===== src/rtl/display_page_scheduler.sv =====
// display_page_scheduler
//   Drives the 4-digit seven-segment scan and decides which page the
//   segment decoder shows. A prescaler splits each digit slot into a
//   blanking interval (all anodes off, against ghosting) and a lit
//   interval. A small FSM shares the display between the status page and
//   three event pages. It changes pages only on frame boundaries and keeps
//   each granted event page up for HOLD_FRAMES full frames.
//
// Ports
//   clk          system clock
//   rst_n        asynchronous active-low reset
//   enable       1 = scan runs, 0 = scan frozen and display blanked
//   ev_req[2:0]  one-cycle event pulses: [0] colour, [1] IR, [2] fault
//   ev_ack[2:0]  one-hot one-cycle pulse when an event page is granted
//   page[1:0]    0 status, 1 colour, 2 IR, 3 fault
//   an[3:0]      active-low anode enables, digit0 (leftmost) = 4'b0111
//   digit[1:0]   index of the slot currently on the anodes
//   digit_valid  1 while an anode is driven
//   frame_tick   one-cycle pulse in the cycle digit wraps 3 -> 0
module display_page_scheduler #(
  parameter int REFRESH_DIV = 131072,
  parameter int BLANK_CYC   = 64,
  parameter int HOLD_FRAMES = 256
) (
  input  logic       clk,
  input  logic       rst_n,
  input  logic       enable,
  input  logic [2:0] ev_req,
  output logic [2:0] ev_ack,
  output logic [1:0] page,
  output logic [3:0] an,
  output logic [1:0] digit,
  output logic       digit_valid,
  output logic       frame_tick
);

  localparam int PW = (REFRESH_DIV > 1) ? $clog2(REFRESH_DIV) : 1;
  localparam int HW = (HOLD_FRAMES > 1) ? $clog2(HOLD_FRAMES) : 1;
  localparam logic [PW-1:0] PRESC_LAST = PW'(REFRESH_DIV - 1);
  localparam logic [PW-1:0] BLANK_END  = PW'(BLANK_CYC);
  localparam logic [HW-1:0] HOLD_INIT  = HW'(HOLD_FRAMES - 1);

  typedef enum logic {
    ST_IDLE = 1'b0,
    ST_SHOW = 1'b1
  } state_t;

  // Scan counters
  logic [PW-1:0] r_presc;
  logic [1:0]    r_digit_cnt;
  // Registered display outputs
  logic [1:0]    r_digit;
  logic [3:0]    r_an;
  logic          r_digit_valid;
  logic          r_frame_tick;
  // Scheduler
  state_t        r_state, w_state_next;
  logic [1:0]    r_page, w_page_next;
  logic [2:0]    r_ev_ack, w_ev_ack_next;
  logic [2:0]    r_pending, w_clear;
  logic [HW-1:0] r_hold, w_hold_next;
  logic          w_grant;

  logic          w_wrap;
  logic          w_lit;
  logic [3:0]    w_an_sel;
  logic [1:0]    w_hi_idx;
  logic [2:0]    w_hi_onehot;

  assign w_wrap   = enable && (r_presc == PRESC_LAST);
  assign w_lit    = enable && (r_presc >= BLANK_END);
  assign w_an_sel = ~(4'b1000 >> r_digit_cnt);

  // Scan counters freeze while enable is low so the slot resumes where it
  // stopped.
  always_ff @(posedge clk or negedge rst_n) begin
    if (!rst_n) begin
      r_presc     <= '0;
      r_digit_cnt <= 2'd0;
    end else if (enable) begin
      r_presc <= w_wrap ? '0 : r_presc + 1'b1;
      if (w_wrap) begin
        r_digit_cnt <= r_digit_cnt + 2'd1;
      end
    end
  end

  // The output stage trails the counters by one cycle. A page change one
  // cycle after frame_tick therefore still lands inside blanking, given
  // BLANK_CYC >= 2.
  always_ff @(posedge clk or negedge rst_n) begin
    if (!rst_n) begin
      r_an          <= 4'b1111;
      r_digit_valid <= 1'b0;
      r_digit       <= 2'd0;
      r_frame_tick  <= 1'b0;
    end else begin
      r_an          <= w_lit ? w_an_sel : 4'b1111;
      r_digit_valid <= w_lit;
      r_digit       <= r_digit_cnt;
      r_frame_tick  <= (r_digit == 2'd3) && (r_digit_cnt == 2'd0);
    end
  end

  // Highest-priority pending event (fault > IR > colour)
  always_comb begin
    w_hi_idx = 2'd0;
    if (r_pending[2]) begin
      w_hi_idx = 2'd2;
    end else if (r_pending[1]) begin
      w_hi_idx = 2'd1;
    end
  end
  assign w_hi_onehot = 3'b001 << w_hi_idx;

  always_comb begin
    w_state_next  = r_state;
    w_page_next   = r_page;
    w_ev_ack_next = 3'b000;
    w_hold_next   = r_hold;
    w_clear       = 3'b000;
    w_grant       = 1'b0;
    if (r_frame_tick) begin
      case (r_state)
        ST_IDLE: begin
          if (|r_pending) begin
            w_grant = 1'b1;
          end
        end
        ST_SHOW: begin
          // A fault preempts a lower page. On expiry, the next pending page
          // goes straight up with no status frame in between.
          if ((r_pending[2] && (r_page != 2'd3)) || ((r_hold == '0) && (|r_pending))) begin
            w_grant = 1'b1;
          end else if (r_hold != '0) begin
            w_hold_next = r_hold - HW'(1);
          end else begin
            w_state_next = ST_IDLE;
            w_page_next  = 2'd0;
          end
        end
        default: begin
          w_state_next = ST_IDLE;
          w_page_next  = 2'd0;
        end
      endcase
    end
    if (w_grant) begin
      w_state_next  = ST_SHOW;
      w_page_next   = w_hi_idx + 2'd1;
      w_ev_ack_next = w_hi_onehot;
      w_clear       = w_hi_onehot;
      w_hold_next   = HOLD_INIT;
    end
  end

  always_ff @(posedge clk or negedge rst_n) begin
    if (!rst_n) begin
      r_state   <= ST_IDLE;
      r_page    <= 2'd0;
      r_ev_ack  <= 3'b000;
      r_hold    <= '0;
      r_pending <= 3'b000;
    end else begin
      r_state   <= w_state_next;
      r_page    <= w_page_next;
      r_ev_ack  <= w_ev_ack_next;
      r_hold    <= w_hold_next;
      // A new request in the grant cycle survives the clear.
      r_pending <= (r_pending & ~w_clear) | ev_req;
    end
  end

  assign ev_ack      = r_ev_ack;
  assign page        = r_page;
  assign an          = r_an;
  assign digit       = r_digit;
  assign digit_valid = r_digit_valid;
  assign frame_tick  = r_frame_tick;

endmodule

===== config.mk =====
export PLATFORM = sky130hd
export DESIGN_NAME = display_page_scheduler
export DESIGN_NICKNAME = d
export VERILOG_FILES = /design/src/rtl/display_page_scheduler.sv
export SDC_FILE = /design/constraint.sdc
export NUM_CORES = 1
export LEC_CHECK = 0
export BUFFER_PORTS_ARGS = -buffer_cell sky130_fd_sc_hd__buf_4
export CAP_MARGIN = 15
export CORE_UTILIZATION = 50
export CTS_CLUSTER_DIAMETER = 200
export DETAILED_ROUTE_END_ITERATION = 8
export HOLD_SLACK_MARGIN = 0.15
export MAX_ROUTING_LAYER = met4
export PLACE_DENSITY = 0.71
export SKIP_CTS_REPAIR_TIMING = 1
export SLEW_MARGIN = 20
export SYNTH_ARGS = -nofsm -noshare
export SYNTH_HDL_FRONTEND = slang
export SYNTH_SLANG_ARGS = --single-unit
export TNS_END_PERCENT = 5

===== constraint.sdc =====
create_clock -name clk -period 2.22 [get_ports clk]
set_clock_uncertainty 0.2 [all_clocks]
set_input_delay 0 -clock clk [delete_from_list [all_inputs] [get_ports clk]]
set_output_delay 0 -clock clk [all_outputs]
set_load 0.01 [all_outputs]

# Yosys cells after proc, flatten, opt, wreduce, memory -nomap -nowiden
# Cells that the tools add are included.
# totals
reg_bits	44
latch_bits	0
mem_bits_rw	0
mem_bits_ro	0
inputBits	6
wordCells	68
mem_count	0
# classes
addsub	4
n_mul	0
n_div	0
order_cmp	1
eq_ne	5
n_shift	2
muxes	24
bitwise_logic	5
n_reduce_logical	16
# ops
cell	count
2-to-1 mux 8 bit	5
adder 17 x 1 -> 17 bit (second input constant)	1
== test 17 bit (second input constant)	1
greater-or-equal comparator 17 x 7 -> 1 bit (second input constant)	1
2-to-1 mux 17 bit	1
2-to-1 mux 2 bit	6
2-to-1 mux 1 bit	9
zero test 8 bit	1
AND reduction 4 bit	2
nonzero test 8 bit	1
subtractor 8 x 1 -> 8 bit (second input constant)	1
inequality test 2 bit (second input constant)	3
nonzero test 2 bit	3
logical AND 1 bit	5
adder 2 x 1 -> 2 bit (second input constant)	2
2-to-1 mux 4 bit	1
NOT 4 bit	1
right shift 4 x 2 -> 4 bit (first input constant)	1
bitwise AND 3 bit	1
2-to-1 mux 3 bit	1
NOT 3 bit	1
bitwise OR 3 bit	1
OR reduction 3 bit	1
left shift 1 x 2 -> 3 bit (first input constant)	1
6 further kinds	6

# Depth between registers and ports, before layout
# Gate-level depths: netlist of the first run.
# logic_depth
depth_word	10
ltp_mapped	10
ltp_nobuf	8

# Worst setup path before layout of the first run
# Ideal clock, no wire load.
# synth_path
kind	reg-to-reg
from	reg r_presc[6]
to	reg r_presc[15]
setup_ns	0.120
t_arrival_ns	2.088
t_required_ns	1.900
setup_slack_ns	-0.188
path_stages_with_launch	11
path_buffers	3
synth_period_minus_slack_ns	2.408
path_cell_list	dfrtp_1 clkbuf_2 nand4_1 nor3_1 and3_1 ha_1 buf_2 and2_1 clkbuf_1 nor2_1 a31o_2
# synth_between
elab_chain_len	3
elab_cells_between_ends	4
cone_classes	add/sub: 1; eq/ne: 1; mux: 1; reduce/logical: 1
# synth_lines
element	line_no	text
start, declared	49	logic [PW-1:0] r_presc;
start signal, assigned	81	r_presc <= w_wrap ? '0 : r_presc + 1'b1;
parallel branches: the longest is 2 deep, another holds adder 17 x 1 -> 17 bit	--	
2-to-1 mux 17 bit *	81	
# Every way passes the cells marked *.
# A chain may end at the register's enable or synchronous reset.

# Worst setup path in the final report of the first run
# layout_path
from	reg r_presc[0]
to	reg r_presc[15]
# Same word-level chain as after synthesis.

==> results of run 1 <==
==> final cells by class <==
cell class	instances	area, µm²	share of cell area
Clock buffer	5	68.8	0.0262
Sequential cell	44	1110	0.422
Inverter	13	48.8	0.0186
Tap cell	50	62.6	0.0238
Timing Repair Buffer	33	263	0.100
Multi-Input combinational cell	148	1030	0.392
Clock inverter	3	47.5	0.0181
==> critical path, delay by kind of cell (launching register included) <==
family / cells / cell delay [ns]
adder cells (fa/ha/maj): 2 / 0.43
AND/OR/NAND/NOR: 4 / 0.62
AO/OA/AOI/OAI: 2 / 0.36
flip-flops: 1 / 0.41
==> cells in the mapped netlist (3+ instances only) <==
library cell,n,area [µm²]
dfrtp_1,40,1000
nand2_1,16,60.1
inv_1,13,48.8
nor2_1,13,48.8
nand3_1,12,60.1
ha_1,9,113
nor3_1,8,40.0
o21ai_0,8,40.0
o2bb2ai_1,7,61.3
a21oi_1,6,30.0
and3_1,6,37.5
nor4_1,5,31.3
or3_1,5,31.3
a21o_1,4,30.0
dfstp_2,4,105
nand4_1,4,25.0
nand3b_1,3,22.5
xnor2_1,3,26.3
xor2_1,3,26.3
==> state kept, by name, indices dropped and copies added, names as in the netlist <==
signal and count:
frame_tick 1, digit 2, page 2, an 4, r_state 1, r_hold 8
r_presc 17, ev_ack 3, r_digit_cnt 2, r_pending 3, digit_valid 1
==> cell families after synthesis <==
| logic type | synth area share |
|---|---|
| flops | 0.501 |
| xor+xnor | 0.0238 |
| mux | 0.0193 |
| simple gates | 0.207 |
| compound gates | 0.162 |
| fa+ha+maj | 0.0510 |
| buf+inv | 0.0357 |
==> power by group through the flow <==
stage                     combinational, W  clock, W  sequential [W]
after floorplan                   0.000198         0        0.000950
after global placement            0.000297         0        0.000959
after detailed placement          0.000303         0        0.000955
after CTS                         0.000302  0.000642        0.000945
after global routing              0.000346  0.000677        0.000960
final                             0.000310  0.000621        0.000947
==> per-stage QoR <==
stage / worst slack (ns) / cells / area, µm² / hold WS, ns / utilization
floorplan: 0.0131 / 211 / 2220 / -0.496 / -
global placement: 0.220 / 282 / 2450 / -0.181 / 0.595
detailed placement: 0.180 / 282 / 2450 / -0.176 / 0.595
global route: 0.0290 / 296 / 2620 / 0.243 / 0.638
CTS: 0.169 / 290 / 2560 / -0.509 / 0.623
finish: 0.160 / 296 / 2620 / 0.218 / 0.638
==> worst paths after layout <==
path | cells past startpoint | end | slack [ns]
setup / recovery | 8 | r_presc[15] | 0.16
hold / removal | 3 | r_pending[2] | 0.22
setup reg to reg | 8 | r_presc[15] | 0.16
hold reg to reg | 0 | digit[1] | 0.24
max in group asynchronous | 3 | an[2] | 0.89
min in group asynchronous | 3 | r_hold[6] | 0.55
==> per-layer routing <==
| metal | vias up | global-route usage | wire [µm] |
|---|---|---|---|
| met5 | - | - | 0 |
| met4 | 0 | 0.0625 | 46 |
| met3 | 6 | 0.0600 | 192 |
| met2 | 39 | 0.320 | 1890 |
| met1 | 772 | 0.262 | 2020 |
| li1 | 842 | - | - |
==> impl_metrics.json, run 1 <==
{
  "status": "completed",
  "wire_per_inst_um": 14.0,
  "grt_max_degree": 45,
  "setup_viol": 0,
  "finalCritPeriodShare": 0.928,
  "pwr-share-clk": 0.331,
  "hold_path.class": "input pin to flip-flop",
  "vias": 1659,
  "crit_type": "flip-flop to flip-flop",
  "power.share.sequential": 0.504,
  "fin_tns_setup_ns": 0,
  "layout_commonest_cell": "dfrtp_1",
  "seq_area_frac_synth": 0.501,
  "route.detailed.drc": 0,
  "crit_path_frequent_cell": "ha_1",
  "slew_headroom": 0.589,
  "io_buffers": 18,
  "die_w_um": 68.4,
  "worstMarginPinSlew_ns": 0.609,
  "drive_gt1_frac": 0.228,
  "grt_setup_unrepaired": "no",
  "cts_sinks": 44,
  "p_comb_frac": 0.165,
  "htreeDepth": 2,
  "fin_crit_ns": 2.06,
  "worst_ep_arrival_time_ns": 2.11,
  "crit_fanout": 5,
  "finalPower_w": 0.00188,
  "first_pass_iters": 4,
  "leakagePower_nw": 1.19,
  "syn_area_um2": 2210,
  "final_nets": 260,
  "antenna_found_initial": 0,
  "finalHoldViolations": 0,
  "clock_latency_ns": 0.30,
  "maxCapViolations": 0,
  "crit_path_start": "r_presc[0]",
  "gp_congestion": 0.848,
  "clk_pin_slew_ns": 0.08,
  "power.switching_w": 0.000527,
  "globalRoute.totalOverflow": 0,
  "grt_usage": 0.207,
  "cts_tree": "yes",
  "cts_buffers": 5,
  "drt-total-wl_um": 4140,
  "max_freq_mhz": 486,
  "die_area_um2": 4680,
  "power_density_nw_per_um2": 716,
  "critPathLaunchType": "flip-flop",
  "ys_types": 51,
  "drt_first_iter_violations": 88,
  "synth_seq_cells": 44,
  "grt_pass1_vias": 1502,
  "area_growth_pct": 18.9,
  "ys.warnings.count": 0,
  "worstHoldStart": "ev_req[2]",
  "nFillCells": 333,
  "crit_path_max_incr_delay_ns": 0.41,
  "start_util": 0.536,
  "internal_power_w": 0.00135,
  "sw_frac_of_total": 0.281,
  "synth_edf_count": 0,
  "ant_nets": 0,
  "drv_slew": 0,
  "clock_path_buffers": 2,
  "syn-instance-count": 211,
  "num_antenna_cells": 0,
  "crit_path_end_kind": "flip-flop",
  "required_ns": 2.27,
  "synth_nets": 226,
  "boundaryPins": 19,
  "num_rows": 23,
  "routed_via_density": 5.60,
  "cts_root_buf": "clkbuf_8",
  "crit_chain": "ha_1, nand2_1, nor2_1, and3_1, ha_1, and2_1, a211oi_1, a31o_2",
  "async_flop_share": 1.00,
  "r2r-start": "r_presc[0]",
  "dp_hpwl_um": 2890,
  "critPathSlowestCell": "dfrtp_1",
  "core-area_um2": 4120,
  "ir_drop_v": 0.000525,
  "layout_common_cells": "dfrtp_1 (40), buf_4 (27), nand2_1 (16)",
  "synth.avg_cell_area_um2": 10.5,
  "die_h_um": 68.4,
  "ys.flop_type": "dfrtp_1",
  "grt_pass1_wl_um": 6780
}
Note: power is estimated with default switching activity, not from simulation.
==> run 2: changes to the inputs <==
--- a/config.mk
+++ b/config.mk
@@ -7,12 +7,10 @@
 export LEC_CHECK = 0
 export BUFFER_PORTS_ARGS = -buffer_cell sky130_fd_sc_hd__buf_4
 export CAP_MARGIN = 15
-export CORE_UTILIZATION = 50
+export CORE_UTILIZATION = 34
 export CTS_CLUSTER_DIAMETER = 200
 export DETAILED_ROUTE_END_ITERATION = 8
 export HOLD_SLACK_MARGIN = 0.15
-export MAX_ROUTING_LAYER = met4
-export PLACE_DENSITY = 0.71
 export SKIP_CTS_REPAIR_TIMING = 1
 export SLEW_MARGIN = 20
 export SYNTH_ARGS = -nofsm -noshare
==> impl_metrics.json, run 2 (synthesis gave the netlist of run 1 again) <==
{
  "dpl_worst_slack_ns": 0.164,
  "die_area_um2": 6820,
  "slew_headroom": 0.637,
  "critPathLaunchType": "flip-flop",
  "fin_area_um2": 2610,
  "worstMarginPinSlew_ns": 0.537,
  "drv_slew": 0,
  "power_density_nw_per_um2": 668,
  "nFillCells": 613,
  "drt_first_iter_violations": 119,
  "hold_path.class": "input pin to flip-flop",
  "dp_cells": 305,
  "worst_slack_ns": 0.169,
  "grt_pass1_wl_um": 7500,
  "io_buffers": 18,
  "core-area_um2": 6100,
  "num_antenna_cells": 0,
  "antenna_found_initial": 0,
  "max_freq_mhz": 488,
  "layout_commonest_cell": "dfrtp_1",
  "grt_pass1_vias": 1627,
  "maxCapViolations": 0,
  "crit_type": "flip-flop to flip-flop",
  "wire_per_inst_um": 13.8,
  "htreeDepth": 2,
  "cts_sinks": 44,
  "placed_cell_area_um2": 2460,
  "grt_setup_unrepaired": "no",
  "cp-endpoint": "r_digit_cnt[0]",
  "finalCritPeriodShare": 0.924,
  "worst_ep_arrival_time_ns": 2.03,
  "crit_path_start": "r_presc[0]",
  "boundaryPins": 19,
  "vias": 1670,
  "fin_crit_ns": 2.05,
  "hold_depth": 3,
  "fin_tns_setup_ns": 0,
  "route.detailed.drc": 0,
  "top_layer_used": "met4",
  "layout_common_cells": "dfrtp_1 (40), buf_4 (25), nand2_1 (15)",
  "instances_no_fill": 319,
  "dr_wl_met2_um": 2080,
  "drt-total-wl_um": 4420,
  "die_w_um": 82.6,
  "area_growth_pct": 18.1,
  "finalHoldViolations": 0,
  "ir_drop_v": 0.000369,
  "crit_path_end_kind": "flip-flop",
  "largest_reg_flops": 17,
  "crit_fanout": 9,
  "drive_gt1_frac": 0.217,
  "status": "completed",
  "globalRoute.totalOverflow": 0,
  "cts_tree": "yes",
  "clock_path_buffers": 2,
  "cts_root_buf": "clkbuf_8",
  "required_ns": 2.20,
  "dp_hpwl_um": 3150,
  "met1_length_um": 2080,
  "die_h_um": 82.6,
  "gp_congestion": 0.864,
  "clock_latency_ns": 0.30,
  "setup_viol": 0,
  "regMostFlops": "r_presc",
  "clk_pin_slew_ns": 0.08,
  "final_nets": 258,
  "rrSetupSlack_ns": 0.17,
  "grt_usage": 0.149,
  "cts_buffers": 5,
  "start_util": 0.362,
  "leakagePower_nw": 1.17,
  "ant_nets": 0,
  "grt_max_degree": 45,
  "wl_met3_um": 175,
  "reg2reg_to": "r_digit_cnt[0]",
  "r2r_cells": 8,
  "first_pass_iters": 4,
  "routed_via_density": 5.24,
  "r2r-start": "r_presc[0]",
  "num_rows": 28
}
[run 2: report_power, final]
part           switching [W]  internal (W)  total [W]
clock               0.000266      0.000221   0.000487
combinational       0.000179      0.000130   0.000309
sequential         0.0000761      0.000869   0.000945
[run 2: area by class of cell]
type	instances	area, µm²	share of cell area
multi-input cells	148	1030	0.395
well taps	75	93.8	0.0360
clock inverters	1	5.00	0.00192
inverters	13	48.8	0.0187
repair buffers	31	248	0.0950
clock buffers	7	76.3	0.0293
flip-flops and latches	44	1110	0.424
[run 2: critical path: stages (launching register included)]
cell and delay [ns]:
dfrtp_1 0.41, ha_1 0.23, nand2_2 0.12, nor2_1 0.07, and3_1 0.20, ha_1 0.22, and2_1 0.17, buf_4 0.17
xnor2_1 0.13
[run 2: worst min path at each step]
| stage | to | start |
|---|---|---|
| 2_1_floorplan | digit[0] | rst_n |
| 3_3_place_gp | r_hold[3] | rst_n |
| 3_5_place_dp | r_hold[3] | rst_n |
| 4_1_cts | r_hold[5] | rst_n |
| 5_1_grt | r_pending[2] | ev_req[2] |
| 6_report | r_pending[2] | ev_req[2] |
[run 2: stage by stage]
step | hold slack (ns) | util | total power, W
after floorplan | -0.496 | - | 0.00115
after global placement | -0.167 | 0.404 | 0.00125
after detailed placement | -0.162 | 0.404 | 0.00125
after CTS | -0.496 | 0.417 | 0.00175
after global routing | 0.227 | 0.428 | 0.00184
final | 0.221 | 0.428 | 0.00174
[run 2: routing by layer]
| layer | GRT usage | up-vias |
|---|---|---|
| met5 | 0 | - |
| met4 | 0.0672 | 0 |
| met3 | 0.0363 | 7 |
| met2 | 0.248 | 28 |
| met1 | 0.181 | 804 |
| li1 | - | 831 |
